`src/rtl/if_stage.sv`:
```
//==============================================================================
// Module   : if_stage
// Purpose  : Instruction-fetch stage. Keeps the fetch PC, drives the
//            instruction ROM (pc/ce), and loads the IF/ID pipeline register.
//            IF/ID updates follow this priority: flush, stall, branch,
//            sequential.
// Revision : 1.0 - initial release
//
// Ports
//   clk           in   1       single clock, rising edge
//   rst           in   1       asynchronous reset, active low
//   stall         in   1       hold PC and IF/ID register
//   flush         in   1       drop in-flight fetch, redirect to new_pc
//   new_pc        in   ADDR_W  flush target (low 3 bits ignored)
//   branch_flag   in   1       taken branch from decode
//   branch_target in   ADDR_W  branch destination (low 3 bits ignored)
//   pc            out  ADDR_W  fetch address to instruction ROM
//   ce            out  1       ROM chip enable
//   inst_i        in   INST_W  ROM data, combinational from pc
//   id_pc         out  ADDR_W  registered PC to decode
//   id_inst       out  INST_W  registered instruction to decode
//   id_valid      out  1       id_inst holds a real instruction
//   fetch_cnt     out  32      count of instructions delivered to decode
//==============================================================================
`default_nettype none

module if_stage #(
  parameter int                 ADDR_W   = 32,
  parameter int                 INST_W   = 64,
  parameter logic [ADDR_W-1:0]  RESET_PC = '0
) (
  input  logic              clk,
  input  logic              rst,
  input  logic              stall,
  input  logic              flush,
  input  logic [ADDR_W-1:0] new_pc,
  input  logic              branch_flag,
  input  logic [ADDR_W-1:0] branch_target,
  output logic [ADDR_W-1:0] pc,
  output logic              ce,
  input  logic [INST_W-1:0] inst_i,
  output logic [ADDR_W-1:0] id_pc,
  output logic [INST_W-1:0] id_inst,
  output logic              id_valid,
  output logic [31:0]       fetch_cnt
);

  typedef enum logic [0:0] {
    IDLE = 1'b0,
    RUN  = 1'b1
  } state_t;

  state_t state;

  localparam logic [ADDR_W-1:0] PC_STEP = ADDR_W'(8);

  // Instruction words are 8 bytes, so every fetch address is forced onto an
  // 8-byte boundary; any low bits supplied by the redirect sources are dropped.
  function automatic logic [ADDR_W-1:0] align8(input logic [ADDR_W-1:0] a);
    return {a[ADDR_W-1:3], 3'b000};
  endfunction

  always_ff @(posedge clk or negedge rst) begin
    if (!rst) begin
      state     <= IDLE;
      pc        <= align8(RESET_PC);
      ce        <= 1'b0;
      id_pc     <= '0;
      id_inst   <= '0;
      id_valid  <= 1'b0;
      fetch_cnt <= '0;
    end else begin
      case (state)
        // One dead cycle after reset so the ROM sees a stable address before
        // ce rises. Only a flush acts here: it retargets the first fetch.
        IDLE: begin
          state <= RUN;
          ce    <= 1'b1;
          if (flush) begin
            pc <= align8(new_pc);
          end
        end

        RUN: begin
          ce <= 1'b1;
          if (flush) begin
            // id_pc/id_inst are left alone; id_valid=0 marks them as dead.
            pc       <= align8(new_pc);
            id_valid <= 1'b0;
          end else if (stall) begin
            // Everything holds, including any pending branch request.
          end else if (branch_flag) begin
            // No delay slot: the word fetched this cycle is on the wrong path.
            pc       <= align8(branch_target);
            id_valid <= 1'b0;
          end else begin
            pc        <= pc + PC_STEP;
            id_pc     <= pc;
            id_inst   <= inst_i;
            id_valid  <= 1'b1;
            fetch_cnt <= fetch_cnt + 32'd1;
          end
        end

        default: begin
          state <= IDLE;
          ce    <= 1'b0;
        end
      endcase
    end
  end

endmodule

`default_nettype wire

```
`config.mk`:
```
export PLATFORM = sky130hd
export DESIGN_NAME = if_stage
export DESIGN_NICKNAME = d
export VERILOG_FILES = /design/src/rtl/if_stage.sv
export SDC_FILE = /design/constraint.sdc
export NUM_CORES = 1
export LEC_CHECK = 0
export ABC_AREA = 1
export BUFFER_PORTS_ARGS = -buffer_cell sky130_fd_sc_hd__buf_2
export CORE_AREA = 5 5 127 129
export CTS_CLUSTER_DIAMETER = 100
export DETAILED_ROUTE_END_ITERATION = 7
export DIE_AREA = 0 0 132 134
export GPL_TIMING_DRIVEN = 1
export PLACE_DENSITY_LB_ADDON = 0.25
export REMOVE_ABC_BUFFERS = 1
export SYNTH_ARGS = -nofsm -noshare
export SYNTH_HDL_FRONTEND = slang
export SYNTH_SLANG_ARGS = --single-unit
```
`constraint.sdc`:
```
create_clock -name clk -period 3.17 [get_ports clk]
set_clock_uncertainty 0.1 [all_clocks]
set_input_delay 0.317 -clock clk [delete_from_list [all_inputs] [get_ports clk]]
set_output_delay 0.317 -clock clk [all_outputs]
set_load 0.01 [all_outputs]
```
# After elaboration in Yosys (flattened, before gate mapping)

Cells that the tools add are included.

Bits in registers: 162
Logic and storage cells: 26

Multiplexer cells: 8
Reduce and logical (&&, ||, !) cells: 3
Equality and inequality tests: 3
Bitwise gates (word level): 4
Add/subtract/negate cells: 2

Operators with widths:

| kind                                                                     | number |
|---|---|
| 32-bit 2-to-1 mux                                                        | 4 |
| 32-bit case mux with 2 select lines                                      | 1 |
| 32-bit by 1-bit adder with 32-bit output (second input constant)         | 1 |
| 32-bit by 4-bit adder with 32-bit output (second input constant)         | 1 |
| 1-bit NOT                                                                | 4 |
| 2-bit AND reduction                                                      | 2 |
| 4-bit AND reduction                                                      | 1 |
| 1-bit 2-to-1 mux                                                         | 3 |
| 3-bit inequality test (second input constant)                            | 1 |
| 2-bit by 1-bit inequality test with 1-bit output (second input constant) | 1 |
| 2-bit inequality test (second input constant)                            | 1 |

# Depth between registers and ports, before layout

Depth in word-level cells: 5
Gate-level depth with buffers: 11
Mapped depth without buffers: 11

# Least setup slack after synthesis

Ideal clock, no wire load.

Kind: reg2reg
Start: register pc[4]
End: register pc[17]
Buffers on the path: 0
Setup time: 0.139 ns
Arrival time: 1.356 ns
Path slack: 1.575 ns
Required time: 2.931 ns
Cell stages (with the launch flop): 9
Path through: dfrtp_1 -> ha_1 -> nand3_1 -> nor2_1 -> nand3_1 -> nand2_1 -> nand3_1 -> nand2_1 -> a22oi_1

Word-level cells in the longest chain between the ends: 5

Ends and longest elaborated chain:

| what                                     | line | RTL |
|---|---|---|
| start, declared                          | 39   | `output logic [ADDR_W-1:0] pc,` |
| start signal, assigned                   | 66   | `pc <= align8(RESET_PC);` |
| start signal, assigned                   | 80   | `pc <= align8(new_pc);` |
| start signal, assigned                   | 88   | `pc <= align8(new_pc);` |
| 32-bit by 4-bit adder with 32-bit output | 97   | `pc <= pc + PC_STEP;` |
| 32-bit 2-to-1 mux                        | 92   | `end else if (branch_flag) begin` |
| 32-bit 2-to-1 mux                        | 90   | `end else if (stall) begin` |
| 32-bit 2-to-1 mux                        | 86   | `if (flush) begin` |
| 32-bit case mux with 2 select lines      | 73   | `case (state)` |

Every way passes these cells. The select of a mux whose other input is x is not followed.
A chain may end at the register's enable or synchronous reset.

==> impl_metrics.py <==
metrics = {
    "run_status": {
        "status": "finished, final reports clean",
    },
    "place": {
        "gp_congestion": 0.9184,
        "port_buffers": 282,
        "dp_hpwl_mm": 17.07,
        "placed_cells": 1476,
    },
    "routing": {
        "post_drt_via_cell_ratio": 5.119,
        "wirelength_met1_mm": 10.41,
        "drcViolationCount": 0,
        "route.met2.wl_mm": 12.19,
        "drtAntennaViolNets": 0,
        "firstDrtPassIters": 5,
        "met3RoutedLength_mm": 1.968,
        "drt-initial-drc-count": 570,
        "wl_mm": 25.18,
        "topRoutingLayerUsed": "met5",
        "dr_total_vias": 8067,
        "avgRoutedWirePerCell_um": 15.98,
    },
    "timing": {
        "fin_crit_ns": 2.208,
        "hold_slack_ns": 0.01355,
        "slew_headroom_pct": 47.29,
        "tightest_slew_ns": 0.7906,
        "setup_viol": 0,
        "fin_crit_sh_pct": 69.65,
        "clock.fmax_mhz": 452.9,
        "final-hold-violation-count": 0,
        "timing.final.max_slew_violations": 0,
        "rsz0062_at_grt": "false",
    },
    "min_path": {
        "min_to": "id_inst[38]",
        "hold_class": "primary input to flip-flop",
        "min_from": "inst_i[38]",
        "hold_depth": 3,
    },
    "setup_path": {
        "endpoint_kind": "flip-flop",
        "worstPathMaxFanout": 76,
        "required_ns": 3.43,
        "critPathArrivalTime_ns": 2.47,
        "path_class": "flip-flop to flip-flop",
        "crit_buf_inv": 3,
        "crit_chain": "inv_1 > nor2_4 > nand2_4 > inv_2 > buf_4 > nand2_1 > nand2_1",
        "path_delay_family": "buffers and inverters",
        "critPathLaunchType": "flip-flop",
        "rr_worst_depth": 7,
        "slowest_stage": "buf_4",
        "r2r_start": "ce",
        "timing.rr.end": "id_inst[20]",
        "r2r_setup_slack_ns": 0.96,
        "crit_top_cell": "nand2_1",
        "slowest_delay_ns": 0.63,
    },
    "grt": {
        "grt_util_all_layers_pct": 28.04,
        "grt_pass1_wl_mm": 40.30,
        "grt_pass1_vias": 7866,
        "antenna_found_initial": 4,
        "grt_start_max_net_pins": 77,
        "grt.overflow.total": 0,
    },
    "clock_network": {
        "cts_max_level": 4,
        "numCtsBuffers": 17,
        "path_clk_slew_ns": 0.06,
        "cts_tree": "built",
        "cts.root.buffer_cell": "clkbuf_16",
        "cts_buffer_depth": 2,
        "cts.sinks": 156,
        "clock_latency_ns": 0.43,
    },
    "power": {
        "power.leakage_nw": 5.586,
        "ir_drop_v": 0.0003772,
        "powerDensity_nw_per_um2": 551.7,
    },
    "floorplan": {
        "rows": 45,
        "dieHeight_um": 134,
        "fp.dieW_um": 132,
        "dieArea_um2": 17690,
        "core_um2": 14920,
        "ioPinCount": 295,
        "initial_core_util_pct": 52.16,
    },
    "yosys": {
        "netlist_instances": 1037,
        "yosys-top-cells-area": "dfrtp_1 50%, nand2_1 20%, nor2_1 6.7%",
        "ys_seq_elements": 156,
        "synth_edf_count": 0,
        "ys_seq_area_share_pct": 50.16,
        "synth-main-ff-cell": "dfrtp_1",
        "synthArstFlopShare_pct": 100.0,
        "synthTopCellsByCount": "409 x nand2_1, 156 x dfrtp_1, 139 x nor2_1, 56 x inv_1, 51 x o21ai_0",
        "synth_warnings": 0,
        "yosysUniqueCellTypes": 29,
        "synth_most_common_cell": "nand2_1",
        "synth_top_area_share_pct": 50.16,
        "yosys.area.top_type": "dfrtp_1",
        "synthesis.area_um2": 7782,
        "postSynthAreaPerCell_um2": 7.505,
    },
    "finish": {
        "final_cells": 1576,
        "syn_to_final_growth_pct": 35.35,
        "layout-drive-gt1-share_pct": 25.02,
        "fill_cells": 1201,
        "nets": 1505,
    },
    "flow_run": {
        "cap_violations": 0,
    },
}
metrics by stage:
stage          TNS, ns  util (%)  power, mW  setup slack, ns  instance area (um2)
6_report             0     70.60      5.812           0.9620                10530
5_1_grt              0     70.57      6.091           0.7386                10530
4_1_cts              0     70.52      5.824           0.9719                10520
3_5_place_dp         0     62.56      3.828           0.8473                 9334
3_3_place_gp         0     62.56      3.795           0.9002                 9334
2_1_floorplan  -183.52         -      3.179           -2.585                 7589
cells in the final DEF (no fill, tap or decap):
cell	instances
a21boi_0	2
a21oi_1	44
a22oi_1	15
buf_12	1
buf_2	281
buf_4	8
buf_6	1
clkbuf_1	1
clkbuf_16	17
clkbuf_8	3
clkinv_2	2
clkinv_4	2
clkinvlp_4	4
conb_1	7
dfrtp_1	156
diode_2	5
dlygate4sd3_1	63
ha_1	2
inv_1	56
inv_2	3
inv_6	2
inv_8	1
nand2_1	408
nand2_2	5
nand2_4	1
nand3_1	41
nand3b_1	3
nand4_1	9
nor2_1	139
nor2_2	6
nor2_4	6
nor3_1	10
nor3_2	3
nor4_1	1
o21ai_0	51
o21ai_1	1
xnor2_1	8
xor2_1	20
routing by layer:
| metal | vias up | global-route usage, % |
|---|---|---|
| met2 | 362 | 46.69 |
| met1 | 3739 | 35.63 |
| met3 | 44 | 6.939 |
| met4 | 2 | 10.34 |
| met5 | - | 0 |
| li1 | 3920 | - |
report_power, final:
part	leakage (nW)	total (mW)	internal, mW	switching, mW
logic	3.36	1.33	0.543	0.785
registers	1.97	2.55	2.31	0.246
clock network	0.264	1.93	1.07	0.857
total	5.59	5.81	3.92	1.89
state kept, by name, indices dropped and copies added, names as in the netlist:
register / count
id_valid: 1
id_pc: 29
ce: 1
pc: 29
id_inst: 64
fetch_cnt: 32
timing repair:
action | in CTS | in global routing
gates resized for setup | 0 | 0
hold buffers | 63 | 0
endpoints found under the hold margin | 116 | 0
setup buffers | 0 | 0
layout make-up:
| type | instances | area (um2) | area share, % |
|---|---|---|---|
| antenna | 5 | 12.51 | 0.1188 |
| clock buffer | 21 | 470.5 | 4.466 |
| clock inverter | 11 | 86.33 | 0.8196 |
| inverter | 59 | 221.5 | 2.102 |
| multi-input combinational | 782 | 3476 | 33.00 |
| sequential | 156 | 3904 | 37.06 |
| tap | 188 | 235.2 | 2.233 |
| timing repair buffer | 354 | 2128 | 20.20 |
logic make-up (layout without fill, tap and decap cells):
logic type / Yosys count / in the layout / share of synthesized area, %
adder cells (fa/ha/maj): 2 / 2 / 0.3215
AND/OR/NAND/NOR: 632 / 632 / 32.88
other: 2 / 12 / 0.09650
buffers and inverters: 104 / 445 / 5.579
flip-flops: 156 / 156 / 50.16
XOR/XNOR: 28 / 28 / 3.151
AO/OA/AOI/OAI: 113 / 113 / 7.813
worst min-delay path, cell delays in order:
cell and delay, ns:
buf_2 0.08, nand2_1 0.05, nand2_1 0.06
worst max path at each step:
stage,startpoint,to,slack (ns),depth (start not counted)
3_3_place_gp,flush,fetch_cnt[26],0.90,7
6_report,ce,id_inst[20],0.96,7
4_1_cts,ce,fetch_cnt[25],0.97,7
5_1_grt,ce,fetch_cnt[25],0.74,7
2_1_floorplan,ce,fetch_cnt[19],-2.59,8
3_5_place_dp,flush,fetch_cnt[25],0.85,7
Power figures use the tool's default switching activity.
